### config.mk
export PLATFORM = sky130hd
export DESIGN_NAME = chip_shift_engine
export DESIGN_NICKNAME = d
export VERILOG_FILES = /design/src/rtl/chip_shift_engine.sv
export SDC_FILE = /design/constraint.sdc
export NUM_CORES = 1
export LEC_CHECK = 0
export ABC_AREA = 1
export CORE_MARGIN = 2
export CORE_UTILIZATION = 54
export CTS_BUF_LIST = sky130_fd_sc_hd__clkbuf_4 sky130_fd_sc_hd__clkbuf_8
export DETAILED_ROUTE_END_ITERATION = 10
export PLACE_DENSITY = 0.87
export REMOVE_ABC_BUFFERS = 1
export SLEW_MARGIN = 10
export SYNTH_ARGS = -nofsm -noshare
export SYNTH_HDL_FRONTEND = slang
export SYNTH_SLANG_ARGS = --single-unit
### constraint.sdc
create_clock -name clk_100 -period 2.1 [get_ports clk_100]
set_clock_uncertainty 0.15 [all_clocks]
set_input_delay 0.21 -clock clk_100 [delete_from_list [all_inputs] [get_ports clk_100]]
set_output_delay 0.21 -clock clk_100 [all_outputs]
set_load 0.02 [all_outputs]
### src/rtl/chip_shift_engine.sv
// Serial shift engine behind the control FSM's WRITE state: pops configuration bytes
// from fifo1, shifts them MSB-first on sdo/sclk and pushes the byte returned on sdi into fifo2.
module chip_shift_engine #(
    parameter int CLK_DIV     = 50,
    parameter int ACK_TIMEOUT = 4
) (
    input  logic        clk_100,
    input  logic        Reset,
    input  logic        run,
    input  logic        fifo1_empty,
    input  logic [7:0]  fifo1_dout,
    input  logic        fifo1_valid,
    output logic        fifo1_rd_en,
    input  logic        fifo2_full,
    output logic [7:0]  fifo2_din,
    output logic        fifo2_wr_en,
    output logic        sclk,
    output logic        sdo,
    input  logic        sdi,
    output logic        busy,
    output logic        done,
    output logic        ack_err,
    output logic [15:0] byte_count
);

    localparam int DIV_W = $clog2(2 * CLK_DIV);
    localparam int ACK_W = (ACK_TIMEOUT > 1) ? $clog2(ACK_TIMEOUT) : 1;

    localparam logic [DIV_W-1:0] DIV_HALF = DIV_W'(CLK_DIV);
    localparam logic [DIV_W-1:0] DIV_LAST = DIV_W'(2 * CLK_DIV - 1);
    localparam logic [ACK_W-1:0] ACK_LAST = ACK_W'(ACK_TIMEOUT - 1);

    typedef enum logic [2:0] {
        IDLE,
        FETCH,
        WAIT_ACK,
        SHIFT,
        STORE
    } state_t;

    state_t           state;
    state_t           state_next;
    logic [DIV_W-1:0] div_cnt;
    logic [2:0]       bit_cnt;
    logic [ACK_W-1:0] ack_cnt;
    logic [7:0]       tx_shift;
    logic [7:0]       rx_shift;
    logic [15:0]      byte_count_q;
    logic             ack_err_q;
    logic             ack_timeout;
    logic             rd_strobe;
    logic             wr_strobe;
    logic             done_pulse;

    always_ff @(posedge clk_100) begin
        if (Reset) begin
            state <= IDLE;
        end else begin
            state <= state_next;
        end
    end

    always_comb begin
        state_next  = state;
        rd_strobe   = 1'b0;
        wr_strobe   = 1'b0;
        done_pulse  = 1'b0;
        ack_timeout = 1'b0;
        case (state)
            IDLE: begin
                if (run && !fifo1_empty) begin
                    state_next = FETCH;
                end
            end
            FETCH: begin
                rd_strobe  = 1'b1;
                state_next = WAIT_ACK;
            end
            WAIT_ACK: begin
                if (fifo1_valid) begin
                    state_next = SHIFT;
                end else if (ack_cnt == ACK_LAST) begin
                    ack_timeout = 1'b1;
                    done_pulse  = 1'b1;
                    state_next  = IDLE;
                end
            end
            SHIFT: begin
                if (div_cnt == DIV_LAST && bit_cnt == 3'd0) begin
                    state_next = STORE;
                end
            end
            STORE: begin
                if (!fifo2_full) begin
                    wr_strobe = 1'b1;
                    if (run && !fifo1_empty) begin
                        state_next = FETCH;
                    end else begin
                        done_pulse = 1'b1;
                        state_next = IDLE;
                    end
                end
            end
            default: begin
                state_next = IDLE;
            end
        endcase
    end

    // tx is not shifted after the last bit so sdo keeps bit 0 while STORE waits on fifo2
    always_ff @(posedge clk_100) begin
        if (Reset) begin
            div_cnt      <= '0;
            bit_cnt      <= 3'd0;
            ack_cnt      <= '0;
            tx_shift     <= 8'h00;
            rx_shift     <= 8'h00;
            byte_count_q <= 16'h0000;
            ack_err_q    <= 1'b0;
        end else begin
            case (state)
                FETCH: begin
                    ack_cnt <= '0;
                end
                WAIT_ACK: begin
                    if (fifo1_valid) begin
                        tx_shift <= fifo1_dout;
                        rx_shift <= 8'h00;
                        bit_cnt  <= 3'd7;
                        div_cnt  <= '0;
                    end else begin
                        ack_cnt <= ack_cnt + ACK_W'(1);
                    end
                end
                SHIFT: begin
                    if (div_cnt == DIV_HALF) begin
                        rx_shift <= {rx_shift[6:0], sdi};
                    end
                    if (div_cnt == DIV_LAST) begin
                        div_cnt <= '0;
                        if (bit_cnt != 3'd0) begin
                            tx_shift <= {tx_shift[6:0], 1'b0};
                            bit_cnt  <= bit_cnt - 3'd1;
                        end
                    end else begin
                        div_cnt <= div_cnt + DIV_W'(1);
                    end
                end
                default: ;
            endcase
            if (ack_timeout) begin
                ack_err_q <= 1'b1;
            end
            if (wr_strobe) begin
                byte_count_q <= byte_count_q + 16'd1;
            end
        end
    end

    assign fifo1_rd_en = rd_strobe;
    assign fifo2_wr_en = wr_strobe;
    assign fifo2_din   = (state == STORE) ? rx_shift : 8'h00;
    assign sclk        = (state == SHIFT) && (div_cnt >= DIV_HALF);
    assign sdo         = (state == SHIFT || state == STORE) ? tx_shift[7] : 1'b0;
    assign busy        = (state != IDLE);
    assign done        = done_pulse;
    assign ack_err     = ack_err_q;
    assign byte_count  = byte_count_q;

endmodule

==> impl_metrics.toml, run 1 <==
[run_status]
status = "completed"

[setup_path]
crit_slowest_cell = "dfxtp_1"
worstPathRequired_ns = 1.74
reg2reg_depth = 9
critPathArrivalTime_ns = 1.60
cp.depth = 6
crit_chain = "ha_1, inv_1, nor2_1, nand2_1, a31oi_1, clkdlybuf4s15_1"
cp_num_buf_inv = 2
critPathLaunchType = "flop"
crit_family = "flip-flops"
path_class = "flop to output port"
cp-end-kind = "output port"
cpPeakStageDelay_ns = 0.41
crit_fanout = 5

[pwr]
powerDensity_nw_per_um2 = 774.8
p_leak_nw = 1.272
power_mw = 2.405
peakVddDrop_uv = 466.7

[job]
drv_cap = 0

[synth]
ys_warn_count = 0
synth_top_family_by_area = "simple AND/OR/NAND/NOR gates"
synth-seq-cells = 48
syn-mean-instance-area_um2 = 6.562
synth_cell_type_count = 32
synth_fa_ha_area_share_pct = 2.979
synth_cells = 384
synth_compound_area_share_pct = 12.96
synthMuxAreaShare_pct = 0
synth_xor_area_share_pct = 0.3476
synth_area_um2 = 2520
synthSimpleGateAreaFrac_pct = 35.30
ys_seq_area_share_pct = 38.13

[floorplanning]
die_x_um = 72.31
die_area_um2 = 5229
rows = 24
coreArea_um2 = 4414
dieHeight_um = 72.31
ios = 46
start_util_pct = 57.09

[global_routing]
antenna_found_initial = 0
overflow = 0
grt_pass1_wl_um = 8790
track_usage_pct = 21.23
grt_max_degree = 34
grt_pass1_vias = 2087

[cts]
postCtsSetupRepairBufs = 0
cts_sinks = 48
clockBufferDepth = 2
htree_levels = 2
cts-root-buf = "clkbuf_8"
clk-insertion-delay-late_ns = 0.31
path_clk_slew_ns = 0.10
cts_tree = "done"
cts_buffers = 5

[drt]
drt-pass1-iter-count = 4
drt_wl_total_um = 5408
viasPerCell = 5.016
ant_nets = 0
routedWlPerCell_um = 11.15
drt-initial-drc-count = 163
drcViolationCount = 0
vias = 2433

[layout]
finalNetCount = 453
syn_to_final_growth_pct = 23.19
fillCellCount = 388
drive_gt1_share_pct = 7.852
fin_area_um2 = 3104
num_antenna_cells = 0
fin_cells = 485
multi_input_area_um2 = 1305
seq_area_um2 = 965.9

[timing]
tns_ns = 0
finalCritPeriodShare_pct = 93.51
holdWs_ns = 0.3011
hold_viol_final = 0
relSlewSlack_pct = 69.33
fmax_ghz = 0.5092
finalCriticalPeriod_ns = 1.964
worstMarginPinSlew_ns = 0.4583
setup_violations = 0
grt_setup_unrepaired = "false"
timing.final.max_slew_violations = 0

[placement]
hpwl_um = 3936
place.port_buffers = 45
dp_cells = 477
gp_congestion = 0.8433
post_dp_cell_area_um2 = 3012

[worst_hold_path]
hold-path-cell-count = 3
hold_path_class = "input port to flop"
[worst reg2reg max path, delay by kind of cell, from the launching register on]
kind	cells	cell delay [ns]
AO/OA/AOI/OAI	1	0.13
flip-flops	1	0.40
buffers and inverters	2	0.43
AND/OR/NAND/NOR	6	0.61
[what timing repair did]
| item | 4_1_cts | 5_1_grt |
|---|---|---|
| resized for setup | 13 | 5 |
| cloned | 0 | 0 |
| setup endpoints to repair | 12 | 4 |
| hold buffers | 0 | 0 |
[layout by cell type (no fill, tap or decap), types with 4 or more instances in the layout]
cell type / netlist / layout
o21ai_0: 17 / 17
nor2_1: 62 / 62
nand2_1: 97 / 97
nand3_1: 21 / 21
ha_1: 6 / 6
dfxtp_2: 0 / 4
a21oi_1: 31 / 31
buf_4: 3 / 7
o21ai_1: 10 / 10
clkdlybuf4s50_1: 0 / 33
clkbuf_8: 0 / 5
inv_1: 44 / 44
nor2_2: 5 / 4
dfxtp_1: 48 / 44
dlygate4sd2_1: 0 / 10
nand4_1: 4 / 4
nor3_1: 5 / 5
[power by group]
group	switching (mW)	total, mW	internal (mW)
clock	0.336	0.572	0.236
combinational	0.444	0.731	0.286
sequential	0.0897	1.10	1.01
total	0.870	2.41	1.54
[Yosys cell counts]
cell	n	area share, %
a211oi_1	1	0.30
buf_1	2	0.30
inv_2	3	0.45
nor3b_1	3	0.89
buf_4	3	0.89
inv_1	44	6.6
a31oi_1	1	0.25
buf_2	1	0.20
buf_6	3	1.3
nand2_1	97	14
o21ai_1	10	2.0
o21bai_1	1	0.30
o21ai_0	17	3.4
or2_0	2	0.50
nand3_1	21	4.2
nor2_4	2	0.89
nand4_1	4	0.99
nand3b_1	2	0.60
nor2_2	5	1.2
or2_2	1	0.25
nand2_4	1	0.45
xor2_1	1	0.35
nand3_2	1	0.40
nor2_1	62	9.2
nor3_1	5	0.99
clkbuf_1	2	0.30
a21oi_1	31	6.2
a21boi_0	2	0.60
dfxtp_1	48	38
inv_4	1	0.25
ha_1	6	3.0
nand2_2	1	0.25
[routing by layer]
layer	wire length [µm]	vias up	track usage [%]
met5	0	-	0
met4	76	0	7.547
met3	329	7	4.861
met2	2407	62	34.66
met1	2595	1057	27.58
li1	-	1307	-
[sequential cells by signal, indices dropped and copies added (netlist names)]
register / cells
ack_cnt: 2
ack_err: 1
bit_cnt: 3
byte_count: 16
div_cnt: 7
rx_shift: 8
state: 3
tx_shift: 8
[area by class of cell]
class / count / share of cell area (%)
clock buffers: 5 / 2.217
repair buffers: 52 / 15.88
well taps: 52 / 2.096
clock inverters: 3 / 0.7658
inverters: 48 / 5.885
flip-flops and latches: 48 / 31.12
multi-input cells: 277 / 42.04
[path summary, 6_finish.rpt]
kind / startpoint / slack [ns] / endpoint
setup / recovery: div_cnt[1] / 0.14 / sclk
setup reg to reg: state[1] / 0.28 / tx_shift[1]
hold / removal: sdi / 0.30 / rx_shift[0]
hold reg to reg: ack_cnt[1] / 0.32 / ack_cnt[1]
[cell families (layout without fill, tap and decap cells)]
group	Yosys count	in the layout
AO/OA/AOI/OAI	63	63
XOR/XNOR	1	1
flip-flops	48	48
adder cells (fa/ha/maj)	6	6
AND/OR/NAND/NOR	207	207
buffers and inverters	59	108
[stage by stage]
stage / util, % / setup WS (ns)
after CTS: 70.15 / 0.01984
final: 70.32 / 0.1363
after global routing: 70.32 / 0.02613
after floorplan: - / 0.09897
after global placement: 68.23 / 0.1169
after detailed placement: 68.23 / 0.09516
Power figures use the tool's default switching activity.
==> run 2, diff against run 1 <==
Settings changed: SKIP_LAST_GASP set to 1.
==> results of run 2 <==
Same layout as run 1: the final DEF is identical, and so are final timing and power.
==> run 3, diff against run 2 <==
Settings changed: CORE_ASPECT_RATIO set to 1.5, PLACE_DENSITY 0.87 to not set, PLACE_DENSITY_LB_ADDON set to 0.25.
==> run 3 against run 2 <==
Cell count fell by 0.21%. Combinational power is 4.1% higher. Sequential share of layout area shrank 0.21 points. Total power is 0.56% higher. Critical path type unchanged. Critical endpoint is now fifo2_din[2]. Largest cell class unchanged. Largest power group unchanged. Highest routed layer unchanged.
==> impl_metrics.toml, run 3 (synthesis results as in run 1) <==
[run_status]
status = "completed"

[worst_hold_path]
hold_path_class = "input port to flop"
hold_start = "sdi"
hold-path-cell-count = 3
min_to = "rx_shift[0]"

[global_routing]
grt_pass1_wl_um = 9356
grt_max_degree = 35
track_usage_pct = 23.04
antenna_found_initial = 0
grt_pass1_vias = 2316
overflow = 0

[setup_path]
reg2reg_depth = 9
path_class = "flop to output port"
crit_slowest_cell = "dfxtp_1"
ff2ff_setup_slack_ns = 0.20
cp-end-kind = "output port"
worstPathRequired_ns = 1.74
critPathLaunchType = "flop"
critPathArrivalTime_ns = 1.64
crit_chain = "nor2_2, nand2_1, buf_4, nor2_1, dlygate4sd2_1"
r2r_start = "state[1]"
cpPeakStageDelay_ns = 0.36
crit_fanout = 6
worstReg2RegEnd = "tx_shift[6]"

[floorplanning]
die_x_um = 59.78
die_area_um2 = 5240
start_util_pct = 55.94
coreArea_um2 = 4504
rows = 30
ios = 46
dieHeight_um = 87.67

[cts]
ctsHoldBuffers = 0
cts-root-buf = "clkbuf_8"
path_clk_slew_ns = 0.09
cts_buffers = 5
htree_levels = 2
cts_sinks = 48
cts_tree = "done"
clk-insertion-delay-late_ns = 0.30
clockBufferDepth = 2

[drt]
drcViolationCount = 0
ant_nets = 0
drt-pass1-iter-count = 4
routedWlPerCell_um = 11.50
vias = 2557
drt_wl_total_um = 5568
viasPerCell = 5.283
drt-initial-drc-count = 159

[layout]
multi_input_area_um2 = 1303
syn_to_final_growth_pct = 23.68
drive_gt1_share_pct = 8.257
num_antenna_cells = 0
largest_reg_flops = 16
seq_area_um2 = 963.4
finalNetCount = 456
final_common_cell = "nand2_1"
fillCellCount = 430
fin_cells = 484
layout_common_cells = "nand2_1 (97), nor2_1 (61), dfxtp_1 (46)"

[timing]
finalCriticalPeriod_ns = 2.001
timing.final.max_slew_violations = 0
finalWorstSetupSlack_ns = 0.09901
relSlewSlack_pct = 68.78
finalCritPeriodShare_pct = 95.29
tns_ns = 0
setup_violations = 0
worstMarginPinSlew_ns = 0.4666
fmax_ghz = 0.4998
hold_viol_final = 0
grt_setup_unrepaired = "false"

[pwr]
power_mw = 2.419
p_leak_nw = 1.296
p_sw_share_pct = 34.88
peakVddDrop_uv = 538.4
clkPwrFrac_pct = 23.3
p_switching_uw = 843.7
powerDensity_nw_per_um2 = 776.0
seq_power_share_pct = 45.3
pwr-share-comb_pct = 31.5
p_int_mw = 1.575

[job]
drv_cap = 0

[placement]
dp_slack_ns = 0.09572
hpwl_um = 4160
dp_cells = 476
gp_congestion = 0.8619
place.port_buffers = 45
==> run 3: changes by cell type in the layout (fill, tap and decap cells not counted), sizes merged <==
cell and change:
clkinvlp -2, buf +3, clkinv +1, clkbuf +1
==> run 3: how the worst max path moves through the flow <==
| stage | startpoint | to | slack (ns) | depth (start not counted) |
|---|---|---|---|---|
| after global routing | div_cnt[0] | sclk | 0.02 | 7 |
| after CTS | state[0] | fifo2_wr_en | 0.03 | 4 |
| final | state[0] | fifo2_din[2] | 0.1 | 5 |
| after floorplan | state[1] | sdo | 0.1 | 4 |
| after detailed placement | fifo2_full | done | 0.1 | 7 |
| after global placement | fifo2_full | done | 0.10 | 7 |
==> run 3: repair_timing <==
item / CTS / global route
gates resized for setup: 12 / 4
endpoints found under the hold margin: 0 / 0
endpoints found under the setup margin: 11 / 3
setup buffers: 0 / 0
gates cloned: 0 / 0
==> run 3: power groups by stage <==
stage | sequential [mW] | combinational (mW) | clock (mW)
3_5_place_dp | 1.11 | 0.768 | 0
5_1_grt | 1.11 | 0.861 | 0.611
4_1_cts | 1.10 | 0.763 | 0.582
3_3_place_gp | 1.11 | 0.747 | 0
6_report | 1.09 | 0.761 | 0.563
2_1_floorplan | 1.10 | 0.491 | 0
==> run 3: layout make-up <==
cell class / instances / share of cell area [%]
clock buffer: 6 / 2.650
clock inverter: 2 / 0.3212
inverter: 48 / 5.861
multi-input combinational: 277 / 41.79
sequential: 48 / 30.91
tap: 48 / 1.927
timing repair buffer: 55 / 16.54
==> run 3: per-layer routing <==
| layer | global-route usage [%] | part of all wire [%] | vias to the layer above |
|---|---|---|---|
| li1 | - | - | 1313 |
| met1 | 22.84 | 39 | 1174 |
| met2 | 44.57 | 55 | 54 |
| met3 | 3.545 | 3.3 | 16 |
| met4 | 10.71 | 3.0 | 0 |
| met5 | 0 | 0 | - |
==> run 3: worst max-delay path: cells and delay by family, from the launching register on <==
kind / cells / cell delay, ns
buffers and inverters: 2 / 0.54
and+or+nand+nor: 3 / 0.43
DFF: 1 / 0.36
==> run 3: stage by stage <==
stage,instance area [µm²],utilization (%),hold WS (ns)
after detailed placement,3029,67.25,0.3072
after global routing,3117,69.19,0.3403
after global placement,3029,67.25,0.2993
after floorplan,2444,-,0.1291
after CTS,3109,69.03,0.3081
final,3117,69.19,0.3108
